[src/rtl/alu_pkg.sv]
// Shared definitions for the ALU arbiter: opcode map, flag bit positions,
// sequencer states and opcode classification helpers.
package alu_pkg;

  localparam int ALU_WIDTH = 32;
  localparam int ALU_OPW   = 5;

  localparam logic [ALU_OPW-1:0] OP_AND   = 5'b00000;
  localparam logic [ALU_OPW-1:0] OP_EOR   = 5'b00001;
  localparam logic [ALU_OPW-1:0] OP_SUB   = 5'b00010;
  localparam logic [ALU_OPW-1:0] OP_RSB   = 5'b00011;
  localparam logic [ALU_OPW-1:0] OP_ADD   = 5'b00100;
  localparam logic [ALU_OPW-1:0] OP_ADC   = 5'b00101;
  localparam logic [ALU_OPW-1:0] OP_SBC   = 5'b00110;
  localparam logic [ALU_OPW-1:0] OP_RSC   = 5'b00111;
  localparam logic [ALU_OPW-1:0] OP_TST   = 5'b01000;
  localparam logic [ALU_OPW-1:0] OP_TEQ   = 5'b01001;
  localparam logic [ALU_OPW-1:0] OP_CMP   = 5'b01010;
  localparam logic [ALU_OPW-1:0] OP_CMN   = 5'b01011;
  localparam logic [ALU_OPW-1:0] OP_ORR   = 5'b01100;
  localparam logic [ALU_OPW-1:0] OP_MOV   = 5'b01101;
  localparam logic [ALU_OPW-1:0] OP_BIC   = 5'b01110;
  localparam logic [ALU_OPW-1:0] OP_MVN   = 5'b01111;
  localparam logic [ALU_OPW-1:0] OP_PASSA = 5'b10000;
  localparam logic [ALU_OPW-1:0] OP_INC4  = 5'b10001;
  localparam logic [ALU_OPW-1:0] OP_ADD4  = 5'b10010;
  localparam logic [ALU_OPW-1:0] OP_INCA  = 5'b11110;
  localparam logic [ALU_OPW-1:0] OP_INCB  = 5'b11111;

  localparam int FLAG_N = 3;
  localparam int FLAG_Z = 2;
  localparam int FLAG_C = 1;
  localparam int FLAG_V = 0;

  typedef enum logic [1:0] {
    ST_IDLE = 2'd0,
    ST_EXEC = 2'd1,
    ST_RESP = 2'd2
  } state_e;

  function automatic logic is_legal_op(input logic [ALU_OPW-1:0] op);
    return (op <= OP_ADD4) || (op == OP_INCA) || (op == OP_INCB);
  endfunction

  // Ops whose carry/overflow outputs are meaningful and may update C,V.
  function automatic logic is_arith_op(input logic [ALU_OPW-1:0] op);
    return ((op >= OP_SUB) && (op <= OP_RSC)) || (op == OP_CMP) || (op == OP_CMN) ||
           (op == OP_INC4) || (op == OP_ADD4) || (op == OP_INCA) || (op == OP_INCB);
  endfunction

  function automatic logic is_cmp_op(input logic [ALU_OPW-1:0] op);
    return (op >= OP_TST) && (op <= OP_CMN);
  endfunction

endpackage

[src/rtl/rr_arbiter2.sv]
// Two-way round-robin arbiter: on contention the requester that did not win
// last time is granted; last_q resets to 1 so requester 0 wins first.
module rr_arbiter2 (
  input  logic       clk_i,
  input  logic       rst_ni,
  input  logic [1:0] req_i,
  input  logic       en_i,
  output logic [1:0] gnt_o
);

  logic last_q;

  always_comb begin
    gnt_o = 2'b00;
    if (en_i) begin
      case (req_i)
        2'b01:   gnt_o = 2'b01;
        2'b10:   gnt_o = 2'b10;
        2'b11:   gnt_o = last_q ? 2'b01 : 2'b10;
        default: gnt_o = 2'b00;
      endcase
    end
  end

  // Any valid request while enabled is granted, so the grant is always taken.
  always_ff @(posedge clk_i or negedge rst_ni) begin
    if (!rst_ni) begin
      last_q <= 1'b1;
    end else if (en_i && (|req_i)) begin
      last_q <= gnt_o[1];
    end
  end

endmodule

[src/rtl/alu_arbiter.sv]
// Shares one external combinational ALU between two requesters, sequencing
// each op IDLE -> EXEC -> RESP and owning the architectural NZCV register.
module alu_arbiter
  import alu_pkg::*;
#(
  parameter int WIDTH = ALU_WIDTH,
  parameter int OPW   = ALU_OPW
) (
  input  logic               clk,
  input  logic               rst_n,
  input  logic [1:0]         req_valid,
  output logic [1:0]         req_ready,
  input  logic [2*OPW-1:0]   req_op,
  input  logic [2*WIDTH-1:0] req_a,
  input  logic [2*WIDTH-1:0] req_b,
  input  logic [1:0]         req_s,
  output logic [1:0]         rsp_valid,
  output logic [WIDTH-1:0]   rsp_result,
  output logic               rsp_err,
  output logic [3:0]         flags_q,
  output logic               busy,
  output logic [WIDTH-1:0]   alu_a,
  output logic [WIDTH-1:0]   alu_b,
  output logic [OPW-1:0]     alu_sel,
  output logic               alu_cin,
  input  logic [WIDTH-1:0]   alu_o,
  input  logic               alu_z,
  input  logic               alu_co,
  input  logic               alu_n,
  input  logic               alu_v
);

  // Handshake: a request transfers on a cycle where req_valid[i] && req_ready[i];
  // req_ready is only ever raised in IDLE and is one-hot or zero.

  state_e             state_q, state_d;
  logic               owner_q, owner_d;
  logic [OPW-1:0]     op_q, op_d;
  logic [WIDTH-1:0]   a_q, a_d;
  logic [WIDTH-1:0]   b_q, b_d;
  logic               s_q, s_d;
  logic [WIDTH-1:0]   res_q, res_d;
  logic               err_q, err_d;
  logic [3:0]         flags_d;
  logic               idle;
  logic               accept;
  logic               gidx;

  assign idle   = (state_q == ST_IDLE);
  assign accept = |(req_valid & req_ready);
  assign gidx   = req_ready[1];

  rr_arbiter2 u_arb (
    .clk_i  (clk),
    .rst_ni (rst_n),
    .req_i  (req_valid),
    .en_i   (idle),
    .gnt_o  (req_ready)
  );

  always_comb begin
    state_d = state_q;
    owner_d = owner_q;
    op_d    = op_q;
    a_d     = a_q;
    b_d     = b_q;
    s_d     = s_q;
    res_d   = res_q;
    err_d   = err_q;
    flags_d = flags_q;
    case (state_q)
      ST_IDLE: begin
        if (accept) begin
          owner_d = gidx;
          op_d    = gidx ? req_op[2*OPW-1:OPW]     : req_op[OPW-1:0];
          a_d     = gidx ? req_a[2*WIDTH-1:WIDTH]  : req_a[WIDTH-1:0];
          b_d     = gidx ? req_b[2*WIDTH-1:WIDTH]  : req_b[WIDTH-1:0];
          s_d     = gidx ? req_s[1]                : req_s[0];
          state_d = ST_EXEC;
        end
      end
      ST_EXEC: begin
        state_d = ST_RESP;
        if (!is_legal_op(op_q)) begin
          res_d = '0;
          err_d = 1'b1;
        end else begin
          res_d = alu_o;
          err_d = 1'b0;
          // Compares always write flags; C,V only move for arithmetic ops.
          if (s_q || is_cmp_op(op_q)) begin
            flags_d[FLAG_N] = alu_n;
            flags_d[FLAG_Z] = alu_z;
            if (is_arith_op(op_q)) begin
              flags_d[FLAG_C] = alu_co;
              flags_d[FLAG_V] = alu_v;
            end
          end
        end
      end
      ST_RESP: state_d = ST_IDLE;
      default: state_d = ST_IDLE;
    endcase
  end

  always_ff @(posedge clk or negedge rst_n) begin
    if (!rst_n) begin
      state_q <= ST_IDLE;
      owner_q <= 1'b0;
      op_q    <= '0;
      a_q     <= '0;
      b_q     <= '0;
      s_q     <= 1'b0;
      res_q   <= '0;
      err_q   <= 1'b0;
      flags_q <= 4'b0000;
    end else begin
      state_q <= state_d;
      owner_q <= owner_d;
      op_q    <= op_d;
      a_q     <= a_d;
      b_q     <= b_d;
      s_q     <= s_d;
      res_q   <= res_d;
      err_q   <= err_d;
      flags_q <= flags_d;
    end
  end

  assign rsp_valid  = (state_q == ST_RESP) ? (owner_q ? 2'b10 : 2'b01) : 2'b00;
  assign rsp_result = res_q;
  assign rsp_err    = err_q;
  assign busy       = !idle;
  assign alu_a      = a_q;
  assign alu_b      = b_q;
  assign alu_sel    = op_q;
  assign alu_cin    = flags_q[FLAG_C];

endmodule

[config.mk]
export PLATFORM = sky130hd
export DESIGN_NAME = alu_arbiter
export DESIGN_NICKNAME = d
export VERILOG_FILES = /design/src/rtl/alu_pkg.sv /design/src/rtl/rr_arbiter2.sv /design/src/rtl/alu_arbiter.sv
export SDC_FILE = /design/constraint.sdc
export NUM_CORES = 1
export LEC_CHECK = 0
export CAP_MARGIN = 10
export CORE_ASPECT_RATIO = 1.4
export CORE_MARGIN = 2
export CORE_UTILIZATION = 34
export DETAILED_ROUTE_END_ITERATION = 16
export GPL_ROUTABILITY_DRIVEN = 0
export PLACE_DENSITY = 0.81
export SLEW_MARGIN = 20
export SYNTH_ARGS = -nofsm -noshare
export SYNTH_HDL_FRONTEND = slang
export SYNTH_SLANG_ARGS = --single-unit
[constraint.sdc]
create_clock -name clk -period 1.9 [get_ports clk]
set_clock_uncertainty 0.2 [all_clocks]
set_input_delay 0.38 -clock clk [delete_from_list [all_inputs] [get_ports clk]]
set_output_delay 0.38 -clock clk [all_outputs]
set_load 0.01 [all_outputs]
Word level (Yosys, flattened, before mapping)
Cells that the tools add are included.
{"block": "word_totals", "reg_bits": 111, "inputBits": 180}
{"block": "classes", "n_reduce_logical": 19, "muxes": 13, "n_lt_le_gt_ge": 5, "bitwise": 1, "eq_ne": 12}
{"cell": "$mux W32", "n": 3}
{"cell": "$eq A5 B5 Y1 const B", "n": 4}
{"cell": "$eq A5 B4 Y1 const B", "n": 2}
{"cell": "$mux W2", "n": 5}
{"cell": "$logic_or A1 B1 Y1", "n": 9}
{"cell": "$eq A2 B2 Y1 const B", "n": 3}
{"cell": "$pmux W2 S3", "n": 1}
{"cell": "$ge A5 B2 Y1 const B", "n": 1}
{"cell": "$ge A5 B4 Y1 const B", "n": 1}
{"cell": "$le A5 B3 Y1 const B", "n": 1}
{"cell": "$le A5 B4 Y1 const B", "n": 1}
{"cell": "$le A5 B5 Y1 const B", "n": 1}
{"cell": "$mux W5", "n": 1}
{"cell": "$eq A2 B1 Y1 const B", "n": 2}
{"cell": "$pmux W2 S2", "n": 1}
{"cell": "$reduce_and A4 Y1", "n": 1}
{"cell": "$reduce_or A2 Y1", "n": 2}
{"cell": "$logic_and A1 B1 Y1", "n": 3}
{"cell": "$reduce_and A3 Y1", "n": 1}
{"cell": "$and A2 B2 Y2", "n": 1}
{"cell": "$logic_not A2 Y1", "n": 1}
{"cell": "$mux W1", "n": 2}
{"cell": "$ne A2 B1 Y1 const B", "n": 1}
{"cell": "$reduce_and A2 Y1", "n": 1}
{"cell": "$logic_not A1 Y1", "n": 1}

Longest topological paths before layout
Gate-level depths: netlist of run 1.
{"block": "logic_depth", "word_depth": 9, "depth_mapped": 6}

Cells and area by module
A second synthesis of run 1 with hierarchy kept.
{"block": "unflattened", "cells_unflattened": 487, "area_unflattened_um2": 4894.7}
{"module": "alu_arbiter", "cells_each": 479, "area_per_inst_um2": 4832.1, "seq_area_each_um2": 2752.6, "instances": 1}
{"module": "rr_arbiter2", "cells_each": 8, "area_per_inst_um2": 62.6, "seq_area_each_um2": 26.3, "instances": 1}

Worst setup path after synthesis of run 1
No wires, ideal clock.
{"block": "synth_timing", "path_kind": "register -> register", "start": "reg op_q[1] (netlist: alu_sel[1])", "end": "reg flags_q[0]", "t_arrival_ps": 1646, "path_buffers": 1, "synth_period_minus_slack_ps": 1973, "path_stages_with_launch": 6, "path_slack_ps": -73, "required_time_ps": 1572, "cell_sequence": "dfrtp_1 > a211o_1 > and3_1 > buf_6 > nor4_4 > mux2_1"}
{"block": "synth_via", "elab_chain_len": 9}
{"element": "start: declaration", "line": "alu_arbiter.sv:38", "rtl": "logic [OPW-1:0] op_q, op_d;"}
{"element": "start signal: assignment", "line": "alu_arbiter.sv:120", "rtl": "op_q <= op_d;"}
{"element": "$ge A5 B2 Y1 / $le A5 B3 Y1 (equally long branches)", "line": "alu_pkg.sv:47", "rtl": "return ((op >= OP_SUB) && (op <= OP_RSC)) || (op == OP_CMP) || (op == OP_CMN) ||"}
{"element": "$logic_and A1 B1 Y1", "line": "alu_pkg.sv:47"}
{"element": "$logic_or A1 B1 Y1 (3 in a row)", "line": "alu_pkg.sv:47"}
{"element": "$logic_or A1 B1 Y1 (3 in a row)", "line": "alu_pkg.sv:48", "rtl": "(op == OP_INC4) || (op == OP_ADD4) || (op == OP_INCA) || (op == OP_INCB);"}
{"element": "$reduce_and A4 Y1 (no source line) *"}
{"element": "end signal: assignment", "line": "alu_arbiter.sv:126", "rtl": "flags_q <= flags_d;"}
{"element": "end: declaration", "line": "alu_arbiter.sv:20", "rtl": "output logic [3:0] flags_q,"}
Mark *: on every way between the ends. The rest lies on a longest branch, timed or not.
A chain may end at the register's enable or synchronous reset.

Final worst setup path of run 1
{"block": "layout_timing", "start": "reg op_q[2] (netlist: alu_sel[2])", "end": "reg flags_q[1]"}
The elaborated chain is that of the path after synthesis.

==> results.yml, run 1 <==
status:
  status: "complete, no violations"
global_route:
  grt-ovfl-total: 0
  grt_antenna_before_repair: 0
  grt_max_degree: 43
  grt_pass1_wl_um: 26400
  met1_usage: 0.262
  top_usage_layer: "met2"
  grt_use_met3: 0.0627
  gr-usage-all-layers: 0.222
  grt_pass1_vias: 5122
  gr-usage-met2: 0.386
critical_path:
  cp-end-kind: "flip-flop"
  worst-setup-path-type: "flip-flop to flip-flop"
  cp_cell_sequence: "buf_4 > buf_4 > nand3_1 > and3_4 > nor4_4 > mux2_4"
  max_stage_delay_ns: 0.38
  required_ns: 1.94
  startpoint_type: "flip-flop"
  slowest_stage: "dfrtp_1"
  r2r-start: "alu_sel[2]"
  r2r.worst_path.cells: 6
  reg2reg_slack_ns: 0.002
  cp_common_cell: "buf_4"
  cp_max_fo: 3
  reg2reg_to: "flags_q[1]"
  crit_arrival_ns: 1.94
floorplan:
  rows: 51
  die_area_um2: 15100
  start_util: 0.347
  core-area_um2: 13800
  die_w_um: 104
  die_h_um: 145
  ios: 292
detailed_routing:
  drt_iter0_drc: 204
  drtPass1Iterations: 4
  wire_per_inst_um: 16.0
  route.detailed.drc: 0
  ant_nets: 0
  vias_per_cell: 4.86
  routed_wl_um: 16800
  num_vias: 5094
yosys:
  syn_area_um2: 4810
  synth_edf_count: 0
  avgSynthCellArea_um2: 8.55
  yosysUniqueCellTypes: 25
  postSynth.asyncResetShare: 1.00
  ys_warn_count: 0
  ys_seq_area_frac: 0.578
  synth-main-ff-cell: "dfrtp_1"
  ys_ff_latch: 111
  synthesis.nets: 742
  syn_inst: 562
sta:
  tns_ns: 0
  rsz0062_at_grt: "yes"
  min_period_ns: 1.90
  max_freq_ghz: 0.527
  tightestPinTransition_ns: 0.472
  maxSlewHeadroom: 0.685
  setup_viol: 0
  slew_violations: 0
  setup_slack_ns: 0.00236
  hold_viol_final: 0
  finalCritPeriodShare: 0.999
clocking:
  clk_latency_ns: 0.35
  cts_buffers: 9
  cts_tree: "done"
  clk_pin_slew_ns: 0.08
  clk_path_buf_depth: 2
  clockRootBuffer: "clkbuf_16"
  clock_sinks: 111
  cts_max_level: 3
place:
  hpwl_um: 12100
  portBuffers: 291
  pre_cts_slack_ns: -0.419
  placed_area_um2: 8110
power_and_ir_drop:
  p_leak_nw: 3.74
  power.density_nw_per_um2: 1590
  peakVddDrop_mv: 0.709
job:
  drv_cap: 0
finish:
  final_cell_area_um2: 8540
  syn_to_final_growth_pct: 77.7
  n_antenna_cell: 0
  fin_nets: 1039
  drive_gt1_frac: 0.0880
min_path:
  hp-class: "flip-flop to flip-flop"
  holdPathEnd: "rsp_err"
  min_path_cells: 2
  hp-start: "rsp_err"
-- routing by layer --
layer,share of wire,vias up
met5,0,-
met4,0.028,0
met3,0.072,28
met2,0.51,208
met1,0.39,2405
li1,-,2453
-- worst max-delay path by stage --
stage / startpoint / to / depth (start not counted)
2_1_floorplan: alu_sel[1] / flags_q[0] / 5
3_3_place_gp: req_valid[0] / req_ready[0] / 3
3_5_place_dp: req_valid[0] / req_ready[0] / 3
4_1_cts: alu_sel[3] / flags_q[0] / 6
5_1_grt: alu_sel[2] / flags_q[1] / 6
6_report: alu_sel[2] / flags_q[1] / 6
-- cell usage after synthesis (2+ instances only) --
| master | number | share of area |
|---|---|---|
| o21ai_1 | 101 | 0.11 |
| inv_2 | 2 | 0.0016 |
| clkbuf_1 | 39 | 0.030 |
| and3_1 | 3 | 0.0039 |
| nand2b_1 | 2 | 0.0026 |
| dfrtp_1 | 110 | 0.57 |
| nor3b_1 | 2 | 0.0031 |
| a21o_1 | 2 | 0.0031 |
| nand2_1 | 138 | 0.11 |
| nand3_1 | 2 | 0.0021 |
| mux2_1 | 4 | 0.0094 |
| a21oi_1 | 70 | 0.073 |
| nor2_1 | 72 | 0.056 |
| o21ai_0 | 4 | 0.0042 |
-- cell type report --
type | count | area (um^2)
Fill cell | 1165 | 5300
Inverter | 3 | 11.3
Clock buffer | 9 | 225
Clock inverter | 7 | 86.3
Multi-Input combinational cell | 406 | 1920
Sequential cell | 111 | 2780
Tap cell | 185 | 231
Timing Repair Buffer | 328 | 3290
-- critical path: cells and delay by family (launching register included) --
family / cells / cell delay, ns
flops: 1 / 0.38
mux: 1 / 0.34
buf+inv: 2 / 0.26
simple gates: 3 / 0.62
-- power breakdown --
group          switching [W]  internal, W
Combinational        0.00368      0.00373
Clock               0.000926      0.00105
Sequential          0.000627      0.00354
Total                0.00523      0.00831
-- repair_timing --
item,CTS,global route
endpoints found under the setup margin,17,79
pin swaps,1,2
hold endpoints to repair,24,0
hold buffers,1,0
setup buffers,4,2
resized for setup,37,26
-- metrics by stage --
stage	std cells	utilization	hold slack [ns]	power (W)
final	1049	0.617	0.283	0.0135
after global routing	1049	0.617	0.309	0.0146
after CTS	1047	0.611	0.285	0.0136
after detailed placement	1026	0.585	0.173	0.0115
after global placement	1026	0.585	0.173	0.0113
after floorplan	562	-	-0.116	0.00750
-- cells by family after synthesis --
family | after synthesis | synth area share
AND/OR/NAND/NOR | 222 | 0.184
AO/OA/AOI/OAI | 180 | 0.191
flip-flops | 111 | 0.578
multiplexers | 4 | 0.00937
buffers and inverters | 45 | 0.0377
-- state kept, by name (all words and copies together) (netlist names) --
register and flops:
s_q 1, flags_q 4, rsp_err 1, alu_sel 5
alu_a 32, rsp_result 32, state_q 2, owner_q 1
u_arb.last_q 1, alu_b 32
-- cells in the final DEF (no fill, tap or decap), drive strengths merged --
| cell type | synthesis | final |
|---|---|---|
| a21oi | 70 | 70 |
| dlygate4sd3 | 0 | 1 |
| clkinv | 0 | 2 |
| nor4 | 1 | 1 |
| clkbuf | 39 | 9 |
| nor4bb | 1 | 1 |
| mux2 | 4 | 4 |
| nand2 | 138 | 138 |
| a211o | 1 | 1 |
| and3 | 3 | 3 |
| clkdlybuf4s50 | 0 | 266 |
| dfrtp | 110 | 110 |
| o21ai | 105 | 105 |
| nor3b | 2 | 2 |
| a211oi | 1 | 1 |
| and3b | 1 | 1 |
| bufinv | 0 | 1 |
| nand3 | 2 | 2 |
| inv | 3 | 6 |
| dlymetal6s2s | 0 | 9 |
| clkdlybuf4s15 | 0 | 1 |
| nand2b | 2 | 2 |
| buf | 3 | 42 |
| dfstp | 1 | 1 |
| o211a | 1 | 1 |
| dlygate4sd2 | 0 | 9 |
| clkinvlp | 0 | 1 |
| nor2 | 72 | 72 |
| a21o | 2 | 2 |
Power figures use the tool's default switching activity.
==> run 2, diff against run 1 <==
--- a/config.mk
+++ b/config.mk
@@ -11,7 +11,7 @@
 export CORE_UTILIZATION = 34
 export DETAILED_ROUTE_END_ITERATION = 16
 export GPL_ROUTABILITY_DRIVEN = 0
-export PLACE_DENSITY = 0.81
+export PLACE_DENSITY = 0.77
 export SLEW_MARGIN = 20
 export SYNTH_ARGS = -nofsm -noshare
 export SYNTH_HDL_FRONTEND = slang
==> run 2 against run 1 <==
Fmax hardly changed. Sequential share of layout area grew 0.30 points. Wire length shrank 2.4%. Global-route usage is 0.71 points lower. Critical path type unchanged.
==> results.yml, run 2 (synthesis gave the netlist of run 1 again) <==
global_route:
  grt_antenna_before_repair: 0
  gr-usage-all-layers: 0.215
  grt_max_degree: 62
  grt_pass1_vias: 5056
  grt-ovfl-total: 0
  grt_pass1_wl_um: 25800
floorplan:
  die_w_um: 104
  die_h_um: 145
  die_area_um2: 15100
  start_util: 0.347
  rows: 51
  core-area_um2: 13800
  ios: 292
sta:
  maxSlewHeadroom: 0.746
  slew_violations: 0
  whs_ns: 0.282
  tightestPinTransition_ns: 0.379
  min_period_ns: 1.90
  max_freq_ghz: 0.527
  rsz0062_at_grt: "yes"
  setup_viol: 0
  hold_viol_final: 0
  finalCritPeriodShare: 0.999
detailed_routing:
  vias_per_cell: 4.89
  routed_wl_um: 16400
  route.detailed.drc: 0
  drtPass1Iterations: 4
  num_vias: 5096
  ant_nets: 0
  wire_per_inst_um: 15.7
  drt_iter0_drc: 162
job:
  drv_cap: 0
place:
  portBuffers: 291
  hpwl_um: 11700
  dpl.cell_count: 1021
critical_path:
  required_ns: 1.94
  worst-setup-path-type: "flip-flop to flip-flop"
  crit_arrival_ns: 1.93
  cp-end-kind: "flip-flop"
  cp_max_fo: 3
  reg2reg_slack_ns: 0.002
  startpoint_type: "flip-flop"
min_path:
  hp-class: "flip-flop to flip-flop"
status:
  status: "complete, no violations"
finish:
  layout_common_cells: "clkdlybuf4s50_1 (270), nand2_1 (138), dfrtp_1 (107)"
  drive_gt1_frac: 0.0817
  fin_nets: 1032
  instances_no_fill: 1042
  final_common_cell: "clkdlybuf4s50_1"
  n_antenna_cell: 0
  syn_to_final_growth_pct: 76.2
  fillCellCount: 1197
clocking:
  cts_max_level: 3
  clk_pin_slew_ns: 0.08
  clockRootBuffer: "clkbuf_16"
  cts_tree: "done"
  clock_sinks: 111
  cts_buffers: 9
  clk_path_buf_depth: 2
  clk_latency_ns: 0.35
power_and_ir_drop:
  switchingPower_w: 0.00519
  p_leak_nw: 3.68
  netSwitchingFraction: 0.386
  peakVddDrop_mv: 0.641
  p_int_w: 0.00826
  power.density_nw_per_um2: 1590
  p_seq_frac: 0.310
  comb_power_share: 0.543
  p_clk_frac: 0.147
==> run 2: worst paths after layout <==
check | startpoint | to | cells past startpoint
worst max-delay path | alu_sel[2] | flags_q[1] | 4
worst min-delay path | rsp_err | rsp_err | 2
worst max register to register | alu_sel[2] | flags_q[1] | 4
worst min register to register | rsp_err | rsp_err | 2
max in group asynchronous | rst_n | u_arb.last_q | 3
min in group asynchronous | rst_n | alu_a[26] | 2
==> run 2: area by class of cell <==
class	instances	area, um^2	area share
clock inverter	7	87.6	0.0103
inverter	3	11.3	0.00133
tap	185	231	0.0273
timing repair buffer	321	3220	0.381
sequential	111	2780	0.329
clock buffer	9	225	0.0266
multi-input combinational	406	1910	0.225
==> run 2: through the flow <==
step | setup WS (ns) | util | power [W] | cell area (um^2) | TNS, ns
floorplan | 0.00291 | - | 0.00750 | 4810 | 0
CTS | -0.0598 | 0.606 | 0.0135 | 8400 | -0.106
global placement | -0.416 | 0.582 | 0.0113 | 8060 | -18.80
finish | 0.00174 | 0.612 | 0.0134 | 8470 | 0
detailed placement | -0.415 | 0.582 | 0.0115 | 8060 | -19.50
global route | -0.0645 | 0.612 | 0.0144 | 8470 | -1.30
==> run 2: power by group through the flow <==
stage | logic, W | registers, W | clock network, W
final | 0.00731 | 0.00416 | 0.00198
after global routing | 0.00797 | 0.00432 | 0.00213
after CTS | 0.00731 | 0.00415 | 0.00204
after detailed placement | 0.00727 | 0.00421 | 0
after global placement | 0.00716 | 0.00415 | 0
after floorplan | 0.00281 | 0.00469 | 0
==> run 2: timing repair <==
item,CTS,global route
endpoints found under the hold margin,18,0
resized for setup,34,22
endpoints found under the setup margin,50,63
setup buffers,3,2
hold buffers,1,0
pin swaps,1,3
==> run 2: per-layer routing <==
layer | vias to the layer above | GRT usage | part of all wire
met3 | 26 | 0.0609 | 0.078
met2 | 224 | 0.378 | 0.51
met1 | 2410 | 0.252 | 0.39
met5 | - | 0 | 0
li1 | 2436 | - | -
met4 | 0 | 0.0747 | 0.023
==> run 2: worst max-delay path: stages (launching register included) <==
cell     delay [ns]
dfrtp_1        0.41
a211o_1        0.28
and3_4         0.20
nor4_4         0.36
mux2_4         0.34
